### src/rtl/y86_pkg.sv
// Shared Y86-64 encodings for the execute stage: instruction codes, ALU
// functions, condition codes and condition-code bit positions.
package y86_pkg;

   localparam logic [3:0] I_HALT   = 4'h0;
   localparam logic [3:0] I_NOP    = 4'h1;
   localparam logic [3:0] I_RRMOVQ = 4'h2;
   localparam logic [3:0] I_IRMOVQ = 4'h3;
   localparam logic [3:0] I_RMMOVQ = 4'h4;
   localparam logic [3:0] I_MRMOVQ = 4'h5;
   localparam logic [3:0] I_OPQ    = 4'h6;
   localparam logic [3:0] I_JXX    = 4'h7;
   localparam logic [3:0] I_CALL   = 4'h8;
   localparam logic [3:0] I_RET    = 4'h9;
   localparam logic [3:0] I_PUSHQ  = 4'hA;
   localparam logic [3:0] I_POPQ   = 4'hB;

   typedef enum logic [1:0] {
      ALU_ADD = 2'd0,
      ALU_SUB = 2'd1,
      ALU_AND = 2'd2,
      ALU_XOR = 2'd3
   } alufun_e;

   localparam logic [3:0] C_YES = 4'd0;
   localparam logic [3:0] C_LE  = 4'd1;
   localparam logic [3:0] C_L   = 4'd2;
   localparam logic [3:0] C_E   = 4'd3;
   localparam logic [3:0] C_NE  = 4'd4;
   localparam logic [3:0] C_GE  = 4'd5;
   localparam logic [3:0] C_G   = 4'd6;

   localparam int CC_ZF = 2;
   localparam int CC_SF = 1;
   localparam int CC_OF = 0;

   localparam logic [2:0] CC_RESET = 3'b100;

endpackage

### src/rtl/y86_alu.sv
// Combinational 64-bit ALU: result = alu_b op alu_a, plus ZF/SF/OF.
module y86_alu
   import y86_pkg::*;
(
   input  logic [63:0] alu_a,
   input  logic [63:0] alu_b,
   input  alufun_e     alufun,
   output logic [63:0] result,
   output logic        zf,
   output logic        sf,
   output logic        of
);

   always_comb begin
      result = alu_b + alu_a;
      of     = 1'b0;
      case (alufun)
         ALU_ADD: begin
            result = alu_b + alu_a;
            of     = (alu_a[63] == alu_b[63]) && (result[63] != alu_a[63]);
         end
         ALU_SUB: begin
            result = alu_b - alu_a;
            of     = (alu_a[63] != alu_b[63]) && (result[63] != alu_b[63]);
         end
         ALU_AND: result = alu_b & alu_a;
         ALU_XOR: result = alu_b ^ alu_a;
         default: result = alu_b + alu_a;
      endcase
      zf = (result == 64'd0);
      sf = result[63];
   end

endmodule

### src/rtl/execute_stage.sv
// Y86-64 execute stage: operand select, ALU, condition evaluation, cc register
// and a single-entry valid/ready output register toward memory/writeback.
module execute_stage
   import y86_pkg::*;
(
   input  logic        clk,
   input  logic        reset_n,
   input  logic        in_valid,
   output logic        in_ready,
   input  logic [3:0]  icode,
   input  logic [3:0]  ifun,
   input  logic [3:0]  rA,
   input  logic [3:0]  rB,
   input  logic [63:0] valA,
   input  logic [63:0] valB,
   input  logic [63:0] valC,
   input  logic [63:0] valP,
   output logic        out_valid,
   input  logic        out_ready,
   output logic [3:0]  e_icode,
   output logic [3:0]  e_rA,
   output logic [3:0]  e_rB,
   output logic [63:0] e_valA,
   output logic [63:0] e_valP,
   output logic [63:0] e_valE,
   output logic        e_cnd,
   output logic        e_err,
   output logic [2:0]  cc,
   output logic        halted
);

   logic [63:0] alu_a, alu_b, alu_result;
   alufun_e     alufun;
   logic        alu_zf, alu_sf, alu_of;
   logic        err, cnd, accept;

   always_comb begin
      alu_a = 64'd0;
      alu_b = 64'd0;
      case (icode)
         I_RRMOVQ, I_OPQ:            alu_a = valA;
         I_IRMOVQ, I_RMMOVQ, I_MRMOVQ: alu_a = valC;
         I_CALL, I_PUSHQ:            alu_a = -64'sd8;
         I_RET, I_POPQ:              alu_a = 64'd8;
         default:                    alu_a = 64'd0;
      endcase
      case (icode)
         I_RMMOVQ, I_MRMOVQ, I_OPQ, I_CALL, I_RET, I_PUSHQ, I_POPQ: alu_b = valB;
         default: alu_b = 64'd0;
      endcase
   end

   assign alufun = (icode == I_OPQ) ? alufun_e'(ifun[1:0]) : ALU_ADD;

   y86_alu u_alu (
      .alu_a  (alu_a),
      .alu_b  (alu_b),
      .alufun (alufun),
      .result (alu_result),
      .zf     (alu_zf),
      .sf     (alu_sf),
      .of     (alu_of)
   );

   assign err = (icode > I_POPQ)
             || (icode == I_OPQ && ifun > 4'd3)
             || ((icode == I_RRMOVQ || icode == I_JXX) && ifun > C_G);

   // Conditions use the registered cc, so an OPq accepted last cycle is already visible.
   always_comb begin
      logic lt;
      lt  = cc[CC_SF] ^ cc[CC_OF];
      cnd = 1'b0;
      if ((icode == I_RRMOVQ || icode == I_JXX) && !err) begin
         case (ifun)
            C_YES:   cnd = 1'b1;
            C_LE:    cnd = lt | cc[CC_ZF];
            C_L:     cnd = lt;
            C_E:     cnd = cc[CC_ZF];
            C_NE:    cnd = ~cc[CC_ZF];
            C_GE:    cnd = ~lt;
            C_G:     cnd = ~lt & ~cc[CC_ZF];
            default: cnd = 1'b0;
         endcase
      end
   end

   assign in_ready = reset_n & ~halted & (~out_valid | out_ready);
   assign accept   = in_valid & in_ready;

   always_ff @(posedge clk) begin
      if (!reset_n) begin
         out_valid <= 1'b0;
         halted    <= 1'b0;
         cc        <= CC_RESET;
         e_icode   <= 4'd0;
         e_rA      <= 4'd0;
         e_rB      <= 4'd0;
         e_valA    <= 64'd0;
         e_valP    <= 64'd0;
         e_valE    <= 64'd0;
         e_cnd     <= 1'b0;
         e_err     <= 1'b0;
      end else if (accept) begin
         out_valid <= 1'b1;
         e_icode   <= icode;
         e_rA      <= rA;
         e_rB      <= rB;
         e_valA    <= valA;
         e_valP    <= valP;
         e_valE    <= err ? 64'd0 : alu_result;
         e_cnd     <= cnd;
         e_err     <= err;
         if (icode == I_OPQ && !err)
            cc <= {alu_zf, alu_sf, alu_of};
         if (icode == I_HALT || err)
            halted <= 1'b1;
      end else if (out_ready) begin
         out_valid <= 1'b0;
      end
   end

endmodule

### config.mk
export PLATFORM = sky130hd
export DESIGN_NAME = execute_stage
export DESIGN_NICKNAME = d
export VERILOG_FILES = /design/src/rtl/y86_pkg.sv /design/src/rtl/y86_alu.sv /design/src/rtl/execute_stage.sv
export SDC_FILE = /design/constraint.sdc
export NUM_CORES = 1
export LEC_CHECK = 0
export ABC_CLOCK_PERIOD_IN_PS = 7500
export CORE_MARGIN = 3
export CORE_UTILIZATION = 35
export DETAILED_ROUTE_END_ITERATION = 6
export PLACE_DENSITY = 0.56
export SYNTH_ARGS = -nofsm -noshare
export SYNTH_HDL_FRONTEND = slang
export SYNTH_SLANG_ARGS = --single-unit
### constraint.sdc
create_clock -name clk -period 7.5 [get_ports clk]
set_input_delay 1.5 -clock clk [delete_from_list [all_inputs] [get_ports clk]]
set_output_delay 1.5 -clock clk [all_outputs]
set_load 0.05 [all_outputs]
* Word level (Yosys, flattened, before mapping)
Cells that the tools add are included.
** Word-level totals
- Flip-flop bits (word level) :: 211
- Bits of input ports :: 276
- Output and inout bits :: 212
- Logic and storage cells :: 85
** Operators by class
- Add/subtract/negate cells :: 2
- $lt $le $gt $ge :: 3
- Equal/unequal tests :: 23
- Mux-type cells :: 10
- Bitwise gates (word level) :: 13
- Reductions and logical operators :: 23
** Operators by type and width (count)
- $pmux 64 s4 :: 2
- $mux 64 :: 2
- $add 64x64->64 :: 1
- $and 64x64->64 :: 1
- $logic_not 64->1 :: 1
- $sub 64x64->64 :: 1
- $xor 64x64->64 :: 1
- $eq 4x3->1 const B :: 7
- $eq 4x2->1 const B :: 4
- $eq 4x4->1 const B :: 4
- $logic_not 4->1 :: 2
- $pmux 1 s7 :: 1
- $reduce_or 7->1 :: 1
- $logic_and 1x1->1 :: 6
- $reduce_or 2->1 :: 3
- $and 1x1->1 :: 4
- $eq 2x2->1 const B :: 2
- $eq 4x1->1 const B :: 1
- $gt 4x2->1 const B :: 1
- $gt 4x3->1 const B :: 1
- $gt 4x4->1 const B :: 1
- $logic_or 1x1->1 :: 4
- $not 1->1 :: 4
- $reduce_and 2->1 :: 2
- other kinds (12) :: 17

* Depth between registers and ports, before layout
Gate-level depths: netlist of the first run.
- Depth after elaboration :: 7
- Depth in mapped cells :: 23
- Mapped depth without buffers :: 21

* Hierarchy
From an unflattened synthesis of the first run, not the netlist that was laid out.
** Unflattened totals
- Cells, all modules :: 2638
- Area total of the unflattened synthesis :: 18754.2 sq um
** By module, submodules not included
- y86_alu :: instances 1, cells each 1660, area each 10397.5 sq um, seq. area each 0.0 sq um
- execute_stage :: instances 1, cells each 978, area each 8356.8 sq um, seq. area each 4224.1 sq um

* Least setup slack after synthesis of the first run
OpenSTA, ideal clock, no wires.
- Path type :: input to register
- Start point :: input icode[1]
- End point :: register cc[2]
- Arrival time :: 6.065 ns
- Required time :: 7.441 ns
- Slack :: 1.376 ns
- Stages :: 22
- Buffers on the path :: 2
- Cells stage by stage :: clkbuf_1 -> nand2_1 -> mux2_2 -> nor2_1 -> clkbuf_1 -> a22o_1 -> ha_1 -> inv_1 -> fa_1 -> o21bai_1 -> a31oi_1 -> and2_1 -> a221o_1 -> a222oi_1 -> o21ai_0 -> a2111oi_2 -> nand4_1 -> nor4_1 -> and4_1 -> nand4_1 -> nor4_1 -> a31o_1
** Between the ends
- Longest elaborated chain between the ends :: 7
- Elaborated cells on any way between the ends :: 37
** Ends and longest elaborated chain
- start, declared :: RTL line execute_stage.sv:10 : input logic [3:0] icode,
- branches (longest 7 deep; another with $sub 64x64->64)
- end signal, assigned :: RTL line execute_stage.sv:115 : cc <= {alu_zf, alu_sf, alu_of};
- end, declared :: RTL line execute_stage.sv:28 : output logic [2:0] cc,
Parallel ways; which one is timed is not known.
A chain may end at the register's enable or synchronous reset.

* Worst setup path in the final report of the first run
- Start point :: input icode[2]
- End point :: register cc[2]
The elaborated chain is that of the path after synthesis.

==> flow_summary.ini, run 1 <==
[clocking]
cts_tree = done
clock_path_buffers = 3
post_cts_buffers = 0
clkLatencyLatePin_ns = 0.60
htree_num_levels = 1
cts_buffers = 26
postCtsResizedCells = 0
root_buffer = clkbuf_16
path_clk_slew_ns = 0.06
cts_num_sinks = 211
hold_buffers = 0

[route]
drt-total-wl_um = 102000
routedWlPerCell_um = 24.8
detail-route-antenna-nets = 0
drc = 4
drt_pass1_iterations = 7
drtIter0Drc = 1834
viasPerCell = 5.81
vias = 23800

[layout]
drive_above_1_share_pct = 11.0
final_net_count = 3742
synthToLayoutAreaGrowth_pct = 39.9
num_antenna_cells = 0
post-route-util_pct = 49.8

[critical_path]
regToRegSetupSlack_ns = 3.32
worst_path_largest_cell_delay_ns = 0.76
worstPathMaxFanout = 30
regToRegStartpoint = out_valid$_SDFFE_PN0P_
path_class = in -> reg
crit_chain = clkdlybuf4s50_1, inv_1, mux2_2, nor2_4, buf_12, buf_12, a221oi_1, ha_1, nor4_2, nand3_1, a211oi_1, a211oi_2, buf_4, o211a_1, o211ai_1, a31oi_1, xnor2_1, nor2_1, a221oi_1, buf_4, nand4b_1, nor4_1, a31o_1
cp-end-kind = flip-flop
slowest_stage = a221oi_1
reg2reg_to = cc[2]$_SDFFE_PN1P_
arrival_ns = 7.51
cp-start-kind = input pin
required_ns = 8.03
reg2reg_depth = 13

[floorplan]
dieArea_um2 = 59200
start_util_pct = 35.6
die_w_um = 243
rows = 86
io_pins = 488
core_area_um2 = 55400
die_h_um = 243

[synthesis]
synth_area_per_cell_um2 = 7.11
ys.flop_type = dfxtp_1
ys_warn_count = 0
synth-edff-count = 0
synth-seq-cells = 211
synth.distinct_cells = 103
synthArstFlopShare_pct = 0
synthCells = 2773
netlist_area_um2 = 19700
synth_nets = 3178
ys_seq_area_share_pct = 21.4

[placement]
post-dp-hpwl_um = 80900
gp_congestion = 0.995
numPortBuffers = 487

[global_routing]
grt_max_degree = 98
grt_overflow = 0
grt_pass1_vias = 23800
antenna_found_initial = 1
track_usage_pct = 33.1
grt_pass1_wl_um = 153000

[sta]
setup_violations = 0
rsz0062_at_grt = no
max_freq_ghz = 0.143
worstMarginPinSlew_ns = 1.13
period_minus_slack_ns = 6.99
timing_hold_violations_final = 0
relSlewSlack_pct = 25.0
fin_crit_sh_pct = 93.2
clock_skew_ns = 0.0245
drv_slew = 0

[hold_path]
min-delay-start = e_icode[2]$_SDFFE_PN0P_
hold-path-endpoint = e_icode[2]$_SDFFE_PN0P_
min_path_cells = 2
hold_path.class = reg -> reg

[power_and_ir_drop]
max-vdd-ir-drop_mv = 0.179
power_mw = 4.78
powerDensity_nw_per_um2 = 173
cellLeakagePower_nw = 11.0

[job]
cap_violations = 0

[run_status]
status = finished, violations left
violations = DRC
[cell usage after synthesis, types with 13 or more instances]
cell type | instances | share of area, %
nor2_1 | 191 | 3.6
nor3_1 | 39 | 0.99
o21a_1 | 16 | 0.61
o21ai_0 | 124 | 3.1
dfxtp_1 | 211 | 21
and2_1 | 100 | 3.2
nand3_1 | 51 | 1.3
clkbuf_1 | 145 | 2.8
o21bai_1 | 22 | 0.84
nand2b_1 | 15 | 0.48
buf_2 | 34 | 0.86
o22ai_1 | 19 | 0.60
a22oi_1 | 38 | 1.4
buf_1 | 13 | 0.25
a221oi_1 | 70 | 3.1
xnor2_1 | 43 | 1.9
inv_1 | 140 | 2.7
a211oi_1 | 23 | 0.88
a31oi_1 | 27 | 0.86
nor4_1 | 36 | 1.1
o211ai_1 | 28 | 1.1
ha_1 | 127 | 8.1
nand4_1 | 38 | 1.2
nor2b_1 | 68 | 2.2
o21ai_1 | 14 | 0.36
o31ai_1 | 22 | 0.84
a21oi_1 | 199 | 5.1
a21o_1 | 33 | 1.3
o31a_1 | 15 | 0.67
a21boi_0 | 152 | 5.8
nand2_1 | 460 | 8.8
[final cells by class]
class | instances | area [µm²]
fillers | 5551 | 27800
multi-input cells | 2216 | 14100
repair buffers | 736 | 6810
flip-flops and latches | 211 | 4220
well taps | 748 | 936
clock buffers | 36 | 748
inverters | 146 | 548
clock inverters | 11 | 164
[flip-flops by register name, summed over array words and instances (netlist names)]
signal	count
halted	1
e_valP	64
e_valA	64
e_icode	4
e_rA	4
e_err	1
e_valE	64
e_cnd	1
e_rB	4
cc	3
out_valid	1
[cells by family (layout without fill, tap and decap cells)]
group	count (synthesis)	count (layout)	synth area share, %
muxes	18	18	0.952
adders and majority gates	129	129	8.27
and+or+nand+nor	1071	1071	26.0
AOI/OAI and AO/OA	948	948	34.1
xor gates and xnor gates	50	50	2.22
buffers and inverters	346	929	7.03
DFF	211	211	21.4
[cells in the final DEF (no fill, tap or decap), drive strengths merged, types with 8 or more instances in the layout]
cell	n
o22ai	19
xnor2	43
or4	12
clkbuf	36
o21a	16
nand4	38
o221ai	12
nor2b	68
a21oi	203
nor3	39
a22oi	39
o31a	15
a21boi	156
o311ai	10
buf	252
nand3	51
and2	100
clkdlybuf4s50	484
dfxtp	211
nor4	41
mux2i	12
a2111oi	8
nand2	462
or3	8
a221oi	72
and3	10
o2111ai	8
o211ai	31
a31oi	28
ha	127
o21bai	22
nand2b	15
nor2	193
a211oi	29
o21ai	140
o31ai	27
a21o	33
inv	146
[worst max-delay path, delay by kind of cell]
family,cells,cell delay [ns]
simple gates,6,1.22
compound gates,8,2.48
mux,1,0.25
fa+ha+maj,1,0.45
xor+xnor,1,0.20
buf+inv,6,1.38
[worst max-delay path by stage]
| stage | slack (ns) | startpoint | depth (start not counted) | end |
|---|---|---|---|---|
| global route | 0.33 | icode[3] | 19 | cc[2]$_SDFFE_PN1P_ |
| CTS | 0.62 | icode[2] | 23 | cc[2]$_SDFFE_PN1P_ |
| finish | 0.51 | icode[2] | 23 | cc[2]$_SDFFE_PN1P_ |
| detailed placement | 0.01 | icode[2] | 23 | cc[2]$_SDFFE_PN1P_ |
| floorplan | 1.38 | icode[1] | 22 | cc[2]$_SDFFE_PN1P_ |
| global placement | -0.06 | icode[2] | 23 | cc[2]$_SDFFE_PN1P_ |
[routing by layer]
| metal | vias to the layer above | GRT usage [%] | part of all wire [%] |
|---|---|---|---|
| li1 | 11100 | - | - |
| met1 | 11500 | 41.5 | 42 |
| met2 | 1012 | 56.5 | 47 |
| met3 | 213 | 5.26 | 6.4 |
| met4 | 2 | 13.3 | 4.8 |
| met5 | - | 0 | 0.013 |
[power by group]
part | total [mW] | internal (mW) | switching (mW)
combinational | 2.21 | 0.857 | 1.35
clock | 1.36 | 0.801 | 0.559
sequential | 1.21 | 1.18 | 0.0311
[through the flow]
| step | std cells | instance area [µm²] | setup TNS (ns) | hold WS, ns | setup WS [ns] |
|---|---|---|---|---|---|
| 6_report | 4104 | 27600 | 0 | 0.462 | 0.512 |
| 5_1_grt | 4104 | 27600 | 0 | 0.485 | 0.326 |
| 4_1_cts | 4104 | 27600 | 0 | 0.465 | 0.619 |
| 3_5_place_dp | 4057 | 26700 | 0 | 0.456 | 0.0134 |
| 3_3_place_gp | 4057 | 26700 | -0.0616 | 0.451 | -0.0616 |
| 2_1_floorplan | 2773 | 19700 | 0 | 0.677 | 1.38 |
(Power assumes the default switching activity.)
==> inputs of run 2 (changes only) <==
--- a/config.mk
+++ b/config.mk
@@ -10,4 +10,5 @@
 export CORE_UTILIZATION = 35
 export DETAILED_ROUTE_END_ITERATION = 6
+export GPL_ROUTABILITY_DRIVEN = 0
 export PLACE_DENSITY = 0.56
 export SYNTH_ARGS = -nofsm -noshare
==> constraint.sdc (replaced) <==
create_clock -name clk -period 7.5 [get_ports clk]
set_input_delay 2.25 -clock clk [delete_from_list [all_inputs] [get_ports clk]]
set_output_delay 2.25 -clock clk [all_outputs]
set_load 0.05 [all_outputs]
==> run 2 against run 1 <==
Effect of this change: the run now ends clean; largest cell class unchanged; sequential share of layout area decreased by 1.0 points; die area did not move; clock power rose by 5%; count of clock-buffer cells in the layout shrank 2; combinational power up 9.5%; highest routed layer is now met4; cell area is 7.1% higher; largest power group unchanged; global-route usage down 2.0 points.
==> flow_summary.ini, run 2 (synthesis gave the netlist of run 1 again) <==
[job]
cap_violations = 0

[critical_path]
required_ns = 8.02
reg2reg_depth = 13
path_common_cell = buf_12
crit_buf_inv = 6
arrival_ns = 7.80
critPathTopFamily = compound AO/OA/AOI/OAI gates
crit_chain = clkdlybuf4s50_1, nand2_1, mux2_2, nor2_4, buf_12, buf_12, buf_12, a221oi_1, ha_1, buf_4, a21o_1, a21o_1, a21oi_1, o211a_1, a22oi_2, buf_4, a311o_1, o22a_1, o21ai_0, nor2b_1, nand4_1, nor4_1, a31o_1
path_depth = 23
cp-end-kind = flip-flop
worstPathMaxFanout = 16
path_class = in -> reg
cp-start-kind = input pin
slowest_stage = clkdlybuf4s50_1
worst_path_largest_cell_delay_ns = 0.58
regToRegSetupSlack_ns = 3.83

[floorplan]
die_w_um = 243
start_util_pct = 35.6
rows = 86
die_h_um = 243
core_area_um2 = 55400
dieArea_um2 = 59200
io_pins = 488

[global_routing]
grt_pass1_wl_um = 147000
grt_pass1_vias = 24600
busiest_layer = met2
grt_max_degree = 120
globalRouteMet3Util_pct = 6.09
use_met1_pct = 37.6
grt_util_met2_pct = 53.2
grt_overflow = 0
track_usage_pct = 31.1
antenna_found_initial = 1

[layout]
drive_above_1_share_pct = 17.3
largestRegisters = e_valA: 64 flops, e_valE: 64 flops, e_valP: 64 flops
register_area_um2 = 4220
most-common-layout-cells = 484 x clkdlybuf4s50_1, 484 x buf_4, 459 x nand2_1
multi_input_area_um2 = 14200
final_net_count = 3984
fill_cells = 5351
synthToLayoutAreaGrowth_pct = 49.8

[route]
drc = 0
drt_pass1_iterations = 7
detail-route-antenna-nets = 0
viasPerCell = 5.70
routedWlPerCell_um = 22.2
vias = 24800
drtIter0Drc = 2239
drt-total-wl_um = 96500

[hold_path]
min_path_cells = 2
hold_path.class = reg -> reg

[placement]
place_ws_ns = -0.458
numPortBuffers = 487
post-dp-hpwl_um = 77000

[clocking]
root_buffer = clkbuf_16
path_clk_slew_ns = 0.06
clock_path_buffers = 3
htree_num_levels = 1
cts_num_sinks = 211
clkLatencyLatePin_ns = 0.58
cts_tree = done
cts_buffers = 26

[sta]
relSlewSlack_pct = 26.1
timing_hold_violations_final = 0
worstMarginPinSlew_ns = 1.11
drv_slew = 0
fin_crit_sh_pct = 97.1
fin_setup_tns_ns = 0
postLayoutSetupSlackWorst_ns = 0.217
setup_violations = 0
max_freq_ghz = 0.137
period_minus_slack_ns = 7.28
clock_skew_ns = 0.0179
rsz0062_at_grt = no

[power_and_ir_drop]
max-vdd-ir-drop_mv = 0.182
powerDensity_nw_per_um2 = 171
cellLeakagePower_nw = 12.2

[run_status]
status = finished, final reports clean
[run 2: cell types whose count changed in the layout (fill, tap and decap cells not counted), moves of 2 or more]
cell / before / now
a221oi_2: 1 / 3
bufinv_16: 3 / 6
buf_4: 243 / 484
nor4_1: 36 / 34
a221oi_1: 70 / 68
nor4_2: 3 / 5
clkbuf_8: 6 / 3
ha_2: 0 / 6
ha_1: 127 / 121
[run 2: worst register-to-register path, cell delays in order (launching register included)]
cell and delay, ns:
dfxtp_1 0.30, nor2b_1 0.14, nor3b_1 0.46, and2_4 0.27
nand3_1 0.07, or4b_1 0.50, a2111oi_2 0.36, nand4_1 0.15
nor4_2 0.35, buf_4 0.16, and4_1 0.18, nand4_1 0.11
nor4_1 0.34, a31o_1 0.20
[run 2: area by class of cell]
cell class	count	area share, %
diodes	1	0.00848
clock buffers	34	2.41
clock inverters	13	0.844
inverters	146	1.86
multi-input cells	2216	48.1
flip-flops and latches	211	14.3
well taps	748	3.17
repair buffers	978	29.3
[run 2: report_power, final]
part | leakage, nW | internal [mW] | switching, mW
sequential | 1.72 | 1.18 | 0.0308
combinational | 10.0 | 1.04 | 1.38
clock | 0.461 | 0.877 | 0.557
[run 2: path summary, 6_finish.rpt]
kind / startpoint / endpoint
max: icode[1] / cc[2]$_SDFFE_PN1P_
min: e_valP[51]$_SDFFE_PN0P_ / e_valP[51]$_SDFFE_PN0P_
max reg2reg: out_valid$_SDFFE_PN0P_ / cc[2]$_SDFFE_PN1P_
min reg2reg: e_valP[51]$_SDFFE_PN0P_ / e_valP[51]$_SDFFE_PN0P_
[run 2: per-stage QoR]
stage / instance area (µm²) / util (%) / total power, mW / hold slack (ns) / instances
6_report: 29500 / 53.3 / 5.06 / 0.465 / 4347
5_1_grt: 29500 / 53.3 / 5.28 / 0.486 / 4346
4_1_cts: 29400 / 53.1 / 5.04 / 0.468 / 4342
3_5_place_dp: 28500 / 51.4 / 3.58 / 0.461 / 4295
3_3_place_gp: 28500 / 51.4 / 3.57 / 0.452 / 4295
2_1_floorplan: 19700 / - / 2.45 / 0.677 / 2773
[run 2: layer usage]
metal  wire length [µm]  vias up
li1                   -    11600
met1              37900    11600
met2              45200     1250
met3               8230      289
met4               5160        0
met5                  0        -
[run 2: timing repair]
action / in CTS / in global routing
endpoints found under the setup margin: 0 / 1
hold buffers: 0 / 0
gates resized for setup: 0 / 16
setup buffers: 0 / 4
